## src/rtl/uart_pkg.sv

```systemverilog
// Shared types and constants for the uart_peer block: FSM state encodings,
// default bit timing and frame geometry.
package uart_pkg;

  // 9600 baud at the nominal system clock.
  localparam int CLKS_PER_BIT_DEF = 2502;

  // Start bit + 8 data bits + stop bit.
  localparam int FRAME_BITS = 10;
  localparam int DATA_BITS  = FRAME_BITS - 2;

  typedef enum logic [1:0] {
    TX_IDLE  = 2'd0,
    TX_START = 2'd1,
    TX_DATA  = 2'd2,
    TX_STOP  = 2'd3
  } tx_state_e;

  typedef enum logic [1:0] {
    RX_IDLE  = 2'd0,
    RX_START = 2'd1,
    RX_DATA  = 2'd2,
    RX_STOP  = 2'd3
  } rx_state_e;

endpackage

```

## src/rtl/uart_peer_if.sv

```systemverilog
// Byte-stream handshakes between the local consumer/producer and uart_peer.
interface uart_peer_if;
  logic       tx_valid;
  logic [7:0] tx_data;
  logic       tx_ready;
  logic       rx_valid;
  logic [7:0] rx_data;
  logic       rx_ready;

  // Local logic that feeds bytes out and drains received bytes.
  modport master (
    output tx_valid, tx_data, rx_ready,
    input  tx_ready, rx_valid, rx_data
  );

  // The UART itself.
  modport slave (
    input  tx_valid, tx_data, rx_ready,
    output tx_ready, rx_valid, rx_data
  );
endinterface

```

## src/rtl/uart_peer_fifo.sv

```systemverilog
// Small power-of-two receive FIFO with wrapping pointers. A push into a full
// FIFO is dropped unless a pop happens in the same cycle; rd_data reads as
// zero while empty so the consumer never sees stale storage.
module uart_peer_fifo #(
  parameter int DEPTH = 4,
  parameter int WIDTH = 8
) (
  input  logic                       clk,
  input  logic                       rst_n,
  input  logic                       push,
  input  logic [WIDTH-1:0]           wr_data,
  input  logic                       pop,
  output logic [WIDTH-1:0]           rd_data,
  output logic                       not_empty,
  output logic [$clog2(DEPTH):0]     count,
  output logic                       drop
);
  localparam int PTR_W = $clog2(DEPTH);
  localparam int CNT_W = PTR_W + 1;

  logic [WIDTH-1:0] mem [DEPTH];
  logic [PTR_W-1:0] wr_ptr;
  logic [PTR_W-1:0] rd_ptr;
  logic             full;
  logic             do_pop;
  logic             do_push;

  assign full      = (count == CNT_W'(DEPTH));
  assign not_empty = (count != '0);
  assign do_pop    = pop & not_empty;
  assign do_push   = push & (~full | do_pop);
  assign drop      = push & full & ~do_pop;
  assign rd_data   = not_empty ? mem[rd_ptr] : '0;

  // Storage is data-only: no reset needed, validity comes from count.
  always_ff @(posedge clk) begin
    if (do_push) mem[wr_ptr] <= wr_data;
  end

  // Pointer and occupancy bookkeeping.
  always_ff @(posedge clk or negedge rst_n) begin
    if (!rst_n) begin
      wr_ptr <= '0;
      rd_ptr <= '0;
      count  <= '0;
    end else begin
      if (do_push) wr_ptr <= wr_ptr + PTR_W'(1);
      if (do_pop)  rd_ptr <= rd_ptr + PTR_W'(1);
      case ({do_push, do_pop})
        2'b10:   count <= count + CNT_W'(1);
        2'b01:   count <= count - CNT_W'(1);
        default: count <= count;
      endcase
    end
  end
endmodule

```

## src/rtl/uart_peer.sv

```systemverilog
// 8N1 UART peer with RTS/CTS flow control. The transmitter only starts a frame
// while the remote raises rts_in; the receiver buffers into a 4-entry FIFO and
// asks the remote to pause (cts_n_out high) once three bytes are waiting.
module uart_peer
  import uart_pkg::*;
#(
  parameter int CLKS_PER_BIT = CLKS_PER_BIT_DEF
) (
  input  logic        clk,
  input  logic        rst_n,
  uart_peer_if.slave  bus,
  output logic        tx,
  input  logic        rx,
  input  logic        rts_in,
  output logic        cts_n_out,
  output logic        frame_error,
  output logic        rx_overrun,
  input  logic        err_clear
);
  localparam int CNT_W = $clog2(CLKS_PER_BIT);
  localparam logic [CNT_W-1:0] BIT_LAST  = CNT_W'(CLKS_PER_BIT - 1);
  localparam logic [CNT_W-1:0] HALF_LAST = CNT_W'(CLKS_PER_BIT / 2 - 1);
  localparam logic [2:0]       LAST_BIT  = 3'(DATA_BITS - 1);

  tx_state_e        tx_state;
  logic [CNT_W-1:0] tx_cnt;
  logic [2:0]       tx_bit;
  logic [7:0]       tx_shift;
  logic             tx_fire;
  logic             tx_bit_end;

  assign bus.tx_ready = (tx_state == TX_IDLE);
  assign tx_fire      = bus.tx_valid & bus.tx_ready & rts_in;
  assign tx_bit_end   = (tx_cnt == BIT_LAST);

  // TX sequencer: once started, a frame always runs to its stop bit.
  always_ff @(posedge clk or negedge rst_n) begin
    if (!rst_n) begin
      tx_state <= TX_IDLE;
      tx_cnt   <= '0;
      tx_bit   <= '0;
    end else begin
      case (tx_state)
        TX_IDLE: begin
          tx_cnt <= '0;
          tx_bit <= '0;
          if (tx_fire) tx_state <= TX_START;
        end
        TX_START: begin
          tx_cnt <= tx_bit_end ? '0 : tx_cnt + CNT_W'(1);
          if (tx_bit_end) tx_state <= TX_DATA;
        end
        TX_DATA: begin
          tx_cnt <= tx_bit_end ? '0 : tx_cnt + CNT_W'(1);
          if (tx_bit_end) begin
            if (tx_bit == LAST_BIT) tx_state <= TX_STOP;
            else                    tx_bit   <= tx_bit + 3'd1;
          end
        end
        default: begin
          tx_cnt <= tx_bit_end ? '0 : tx_cnt + CNT_W'(1);
          if (tx_bit_end) tx_state <= TX_IDLE;
        end
      endcase
    end
  end

  // TX byte latch and LSB-first shifter.
  always_ff @(posedge clk) begin
    if (tx_fire)                                tx_shift <= bus.tx_data;
    else if (tx_state == TX_DATA && tx_bit_end) tx_shift <= {1'b0, tx_shift[7:1]};
  end

  // Registered line driver so tx is glitch-free; idles high.
  always_ff @(posedge clk or negedge rst_n) begin
    if (!rst_n) tx <= 1'b1;
    else begin
      case (tx_state)
        TX_START: tx <= 1'b0;
        TX_DATA:  tx <= tx_shift[0];
        default:  tx <= 1'b1;
      endcase
    end
  end

  logic             rx_meta;
  logic             rx_sync;
  logic             rx_prev;
  rx_state_e        rx_state;
  logic [CNT_W-1:0] rx_cnt;
  logic [2:0]       rx_bit;
  logic [7:0]       rx_shift;
  logic             rx_bit_end;
  logic             rx_push;
  logic             rx_bad;
  logic             fifo_drop;
  logic [2:0]       fifo_count;

  assign rx_bit_end = (rx_cnt == BIT_LAST);
  assign rx_push    = (rx_state == RX_STOP) & rx_bit_end &  rx_sync;
  assign rx_bad     = (rx_state == RX_STOP) & rx_bit_end & ~rx_sync;

  // Two-flop synchronizer plus a history flop for falling-edge detection.
  always_ff @(posedge clk or negedge rst_n) begin
    if (!rst_n) begin
      rx_meta <= 1'b1;
      rx_sync <= 1'b1;
      rx_prev <= 1'b1;
    end else begin
      rx_meta <= rx;
      rx_sync <= rx_meta;
      rx_prev <= rx_sync;
    end
  end

  // RX sequencer: verify start at mid-bit, then sample each bit one period on.
  always_ff @(posedge clk or negedge rst_n) begin
    if (!rst_n) begin
      rx_state <= RX_IDLE;
      rx_cnt   <= '0;
      rx_bit   <= '0;
    end else begin
      case (rx_state)
        RX_IDLE: begin
          rx_cnt <= '0;
          rx_bit <= '0;
          if (rx_prev & ~rx_sync) rx_state <= RX_START;
        end
        RX_START: begin
          if (rx_cnt == HALF_LAST) begin
            rx_cnt   <= '0;
            rx_state <= rx_sync ? RX_IDLE : RX_DATA;
          end else begin
            rx_cnt <= rx_cnt + CNT_W'(1);
          end
        end
        RX_DATA: begin
          rx_cnt <= rx_bit_end ? '0 : rx_cnt + CNT_W'(1);
          if (rx_bit_end) begin
            if (rx_bit == LAST_BIT) rx_state <= RX_STOP;
            else                    rx_bit   <= rx_bit + 3'd1;
          end
        end
        default: begin
          rx_cnt <= rx_bit_end ? '0 : rx_cnt + CNT_W'(1);
          if (rx_bit_end) rx_state <= RX_IDLE;
        end
      endcase
    end
  end

  // RX deserializer: bits arrive LSB first, so shift in from the top.
  always_ff @(posedge clk) begin
    if (rx_state == RX_DATA && rx_bit_end) rx_shift <= {rx_sync, rx_shift[7:1]};
  end

  uart_peer_fifo #(.DEPTH(4), .WIDTH(8)) u_fifo (
    .clk       (clk),
    .rst_n     (rst_n),
    .push      (rx_push),
    .wr_data   (rx_shift),
    .pop       (bus.rx_ready),
    .rd_data   (bus.rx_data),
    .not_empty (bus.rx_valid),
    .count     (fifo_count),
    .drop      (fifo_drop)
  );

  // Status flags: error pulse, sticky overrun (set beats clear), flow control.
  always_ff @(posedge clk or negedge rst_n) begin
    if (!rst_n) begin
      frame_error <= 1'b0;
      rx_overrun  <= 1'b0;
      cts_n_out   <= 1'b0;
    end else begin
      frame_error <= rx_bad;
      if (fifo_drop)      rx_overrun <= 1'b1;
      else if (err_clear) rx_overrun <= 1'b0;
      cts_n_out <= (fifo_count >= 3'd3);
    end
  end
endmodule

```

## src/flat_wrapper.sv

```systemverilog
// flat-port wrapper written by rule: the top's interface ports become plain ports
module uart_peer_flat import uart_pkg::*;
#(
  parameter int CLKS_PER_BIT = CLKS_PER_BIT_DEF
)
  (clk, rst_n, tx, rx, rts_in, cts_n_out, frame_error, rx_overrun, err_clear, bus_tx_valid, bus_tx_data, bus_rx_ready, bus_tx_ready, bus_rx_valid, bus_rx_data);
  uart_peer_if bus_i ();
  input  logic clk;
  input  logic rst_n;
  output logic tx;
  input  logic rx;
  input  logic rts_in;
  output logic cts_n_out;
  output logic frame_error;
  output logic rx_overrun;
  input  logic err_clear;
  input wire logic [$bits(bus_i.tx_valid)-1:0] bus_tx_valid;
  input wire logic [$bits(bus_i.tx_data)-1:0] bus_tx_data;
  input wire logic [$bits(bus_i.rx_ready)-1:0] bus_rx_ready;
  output wire logic [$bits(bus_i.tx_ready)-1:0] bus_tx_ready;
  output wire logic [$bits(bus_i.rx_valid)-1:0] bus_rx_valid;
  output wire logic [$bits(bus_i.rx_data)-1:0] bus_rx_data;
  assign bus_i.tx_valid = bus_tx_valid;
  assign bus_i.tx_data = bus_tx_data;
  assign bus_i.rx_ready = bus_rx_ready;
  assign bus_tx_ready = bus_i.tx_ready;
  assign bus_rx_valid = bus_i.rx_valid;
  assign bus_rx_data = bus_i.rx_data;
  uart_peer #(.CLKS_PER_BIT(CLKS_PER_BIT)) u_core (.clk(clk), .rst_n(rst_n), .bus(bus_i), .tx(tx), .rx(rx), .rts_in(rts_in), .cts_n_out(cts_n_out), .frame_error(frame_error), .rx_overrun(rx_overrun), .err_clear(err_clear));
endmodule
```

## config.mk

```make
export PLATFORM = sky130hd
export DESIGN_NAME = uart_peer_flat
export DESIGN_NICKNAME = d
export VERILOG_FILES = /design/src/rtl/uart_pkg.sv /design/src/rtl/uart_peer_if.sv /design/src/rtl/uart_peer_fifo.sv /design/src/rtl/uart_peer.sv /design/src/flat_wrapper.sv
export SDC_FILE = /design/constraint.sdc
export NUM_CORES = 1
export LEC_CHECK = 0
export BUFFER_PORTS_ARGS = -buffer_cell sky130_fd_sc_hd__buf_2
export CORE_AREA = 2 2 84 167
export CTS_BUF_LIST = sky130_fd_sc_hd__clkbuf_16
export DETAILED_ROUTE_END_ITERATION = 8
export DIE_AREA = 0 0 86 169
export PLACE_DENSITY = 0.56
export SYNTH_ARGS = -nofsm -noshare
export SYNTH_HDL_FRONTEND = slang
export SYNTH_SLANG_ARGS = --single-unit
```

## constraint.sdc

```tcl
create_clock -name clk -period 3.6 [get_ports clk]
set_clock_uncertainty 0.15 [all_clocks]
set_input_delay 0 -clock clk [delete_from_list [all_inputs] [get_ports clk]]
set_output_delay 0 -clock clk [all_outputs]
set_load 0.02 [all_outputs]
```

==> results.ini <==
[status]
outcome=completed

[finish]
final_nets=409
final_cells=536
area_delta_synth_final_pct=16.9
fin_util_pct=37.9
diodes=0
drive_above_1_share_pct=18.6

[die]
initial_utilization_pct=32.4
io_pins=29
core_area_um2=13300
die_w_um=86
rows=60
die_area_um2=14500
dieHeight_um=169

[clock_tree]
cts_tree=done
path_clk_slew_ps=70
cts_setup_buffers=0
clock_sinks=96
postCtsResizedCells=0
cts_root_buffer=clkbuf_16
ctsHtreeMaxLevel=3
clockBufferDepth=2
clock_latency_ps=340
cts_buffers=9

[logic_synthesis]
ys_warn_count=0
netlist-cell-type-count=45
synth-edff-count=48
ys_top_cells_by_area=edfxtp_1 (33%), dfrtp_1 (26%), ha_1 (4.9%)
ys.flop_type=edfxtp_1
synth_largest_area_cell=edfxtp_1
synthCells=330
syn_nets=363
netlist_area_um2=4300
yosysTopAreaCellShare_pct=33.5
syn_area_per_cell_um2=13.0
async_flop_share_pct=50.0
synth.yosys.seq_area_share_pct=61.5
synth_seq_cells=96

[sta]
worst_slew_pin_slew_ps=665
hold_violations=0
fin_tns_setup_ps=0
timing.final.crit_period_ps=2630
min_period_over_period_pct=73.0
slew_violations=0
relSlewSlack_pct=55.5
rsz0062_at_grt=no
setup_viol=0
fmax_mhz=381

[placed_design]
place_congestion=0.743
dp_hpwl_mm=4.60
port_buffers=28
dp.cells=506

[setup_path]
end_kind=flip-flop
worstPathRequired_ps=3710
worstSetupPathType=flip-flop to flip-flop
worstPathArrival_ps=2730
crit_fanout=8
setup.worst_path.start_class=flip-flop

[grt]
grtUsageTotal_pct=10.1
grt_pass1_vias=2429
grt_remaining_overflow=0
grt_max_degree=35
antenna_found_initial=0
grt_pass1_wl_mm=11.6

[flow_run]
maxCapViolations=0

[pwr]
p_sw_mw=0.993
max-vdd-ir-drop_v=0.000345
p_leak_nw=2.04
seq_power_share_pct=46.5
pwr-share-clk_pct=28.8
intPower_mw=2.10
p_sw_share_pct=32.1
power_density_nw_per_um2=614
comb_power_share_pct=24.7

[detailed_routing]
num_vias=2478
post_drt_via_cell_ratio=4.62
finalWirelength_mm=6.79
wl_per_cell_um=12.7
postRouteAntennaNets=0
route.detailed.drc=0
drt_iter0_drc=94
firstDrtPassIters=5

[hold_path]
hold_class=input port to asynchronous set/reset pin

-- routing by layer --
layer | share of wire [%] | track usage, % | up-vias
met5 | 0 | 0 | -
met4 | 1.9 | 5.38 | 0
met3 | 1.6 | 1.61 | 9
met2 | 49 | 15.9 | 29
met1 | 48 | 13.2 | 1186
li1 | - | - | 1254
-- layout by cell type, fill, tap and decap left out, drive strengths merged, types with 2 or more instances in the layout --
| master | Yosys | routed |
|---|---|---|
| edfxtp | 48 | 48 |
| dfrtp | 44 | 44 |
| nor2 | 44 | 44 |
| buf | 3 | 30 |
| nand2 | 21 | 21 |
| inv | 17 | 21 |
| xnor2 | 18 | 18 |
| nand3 | 17 | 17 |
| ha | 17 | 17 |
| and2 | 15 | 15 |
| dlygate4sd3 | 0 | 14 |
| mux2 | 10 | 10 |
| xor2 | 9 | 9 |
| clkbuf | 6 | 9 |
| mux4 | 8 | 8 |
| and3 | 7 | 7 |
| o211ai | 5 | 5 |
| o21ai | 4 | 4 |
| dfstp | 4 | 4 |
| nor3 | 3 | 3 |
| a31oi | 3 | 3 |
| or3 | 3 | 3 |
| nand4b | 2 | 2 |
| nand4 | 2 | 2 |
| a22oi | 2 | 2 |
| clkinvlp | 0 | 2 |
| nor4 | 2 | 2 |
-- kinds of logic (layout without fill, tap and decap cells) --
logic type               after synthesis  count (layout)  share of synthesized area (%)
adder cells (fa/ha/maj)               18              18                           5.41
multiplexers                          19              19                           7.04
flip-flops                            96              96                           61.5
AO/OA/AOI/OAI                         19              19                           3.17
XOR/XNOR                              27              27                           5.50
AND/OR/NAND/NOR                      125             125                           14.9
buffers and inverters                 26              77                           2.41
-- synthesized netlist by cell type (7+ instances only) --
library cell  instances
and2_1               15
and3_1                7
dfrtp_1              44
edfxtp_1             48
ha_1                 17
inv_1                17
mux2_2               10
mux4_2                8
nand2_1              21
nand3_1              17
nor2_1               43
xnor2_1              18
xor2_1                9
-- power by group through the flow --
stage | logic [mW] | clock network [mW] | registers [mW]
5_1_grt | 0.852 | 0.961 | 1.47
3_5_place_dp | 0.767 | 0 | 1.46
2_1_floorplan | 0.663 | 0 | 1.37
4_1_cts | 0.778 | 0.921 | 1.44
3_3_place_gp | 0.762 | 0 | 1.46
6_report | 0.763 | 0.891 | 1.44
-- worst paths after layout --
kind,cells after the start,endpoint,slack [ps],from
setup / recovery,10,u_core.u_fifo.count[1]$_DFFE_PN0P_,970,u_core.rx_cnt[1]$_DFF_PN0_
hold / removal,2,u_core.rx_prev$_DFF_PN1_,20,rst_n
setup reg to reg,10,u_core.u_fifo.count[1]$_DFFE_PN0P_,970,u_core.rx_cnt[1]$_DFF_PN0_
hold reg to reg,0,u_core.rx_sync$_DFF_PN1_,210,u_core.rx_meta$_DFF_PN1_
max in group asynchronous,3,u_core.rx_state[0]$_DFFE_PN0P_,2280,rst_n
min in group clk,5,u_core.tx_state[0]$_DFFE_PN0P_,100,bus_tx_valid
-- area by class of cell --
type                            count  area (um2)
Sequential cell                    96        2650
Timing Repair Buffer               44         295
Clock buffer                        9         225
Clock inverter                      7        53.8
Inverter                           17        63.8
Multi-Input combinational cell    208        1550
Fill cell                        1257        8260
Tap cell                          155         194
-- per-stage QoR --
step	area, um2	setup slack [ps]	hold slack, ps	power [mW]
2_1_floorplan	4300	1150	-446	2.04
3_3_place_gp	4610	996	-224	2.22
3_5_place_dp	4610	962	-219	2.23
4_1_cts	5030	947	2.93	3.14
5_1_grt	5030	754	13.0	3.28
6_report	5030	973	16.5	3.09
-- worst max-delay path, stage by stage, from the launching register on --
cell	delay [ps]
dfrtp_1	420
inv_1	70
ha_1	130
nand4b_1	160
nor4_4	520
nor2_1	150
fa_1	500
inv_1	50
a31oi_1	120
o221ai_1	120
a22oi_1	150
-- state kept, by name, summed over array words and instances, names as in the netlist, 2 cells and up --
signal,cells
u_core.rx_cnt,12
u_core.rx_bit,3
u_core.rx_shift,8
u_core.tx_shift,8
u_core.tx_bit,3
u_core.rx_state,2
u_core.tx_state,2
u_core.u_fifo.count,3
u_core.u_fifo.mem,32
u_core.u_fifo.rd_ptr,2
u_core.u_fifo.wr_ptr,2
u_core.tx_cnt,12
-- timing repair --
action                     4_1_cts  5_1_grt
hold buffers                    14        0
setup endpoints to repair        0        0
hold endpoints to repair        59        0
No activity file was read; power rests on OpenSTA's default activity.
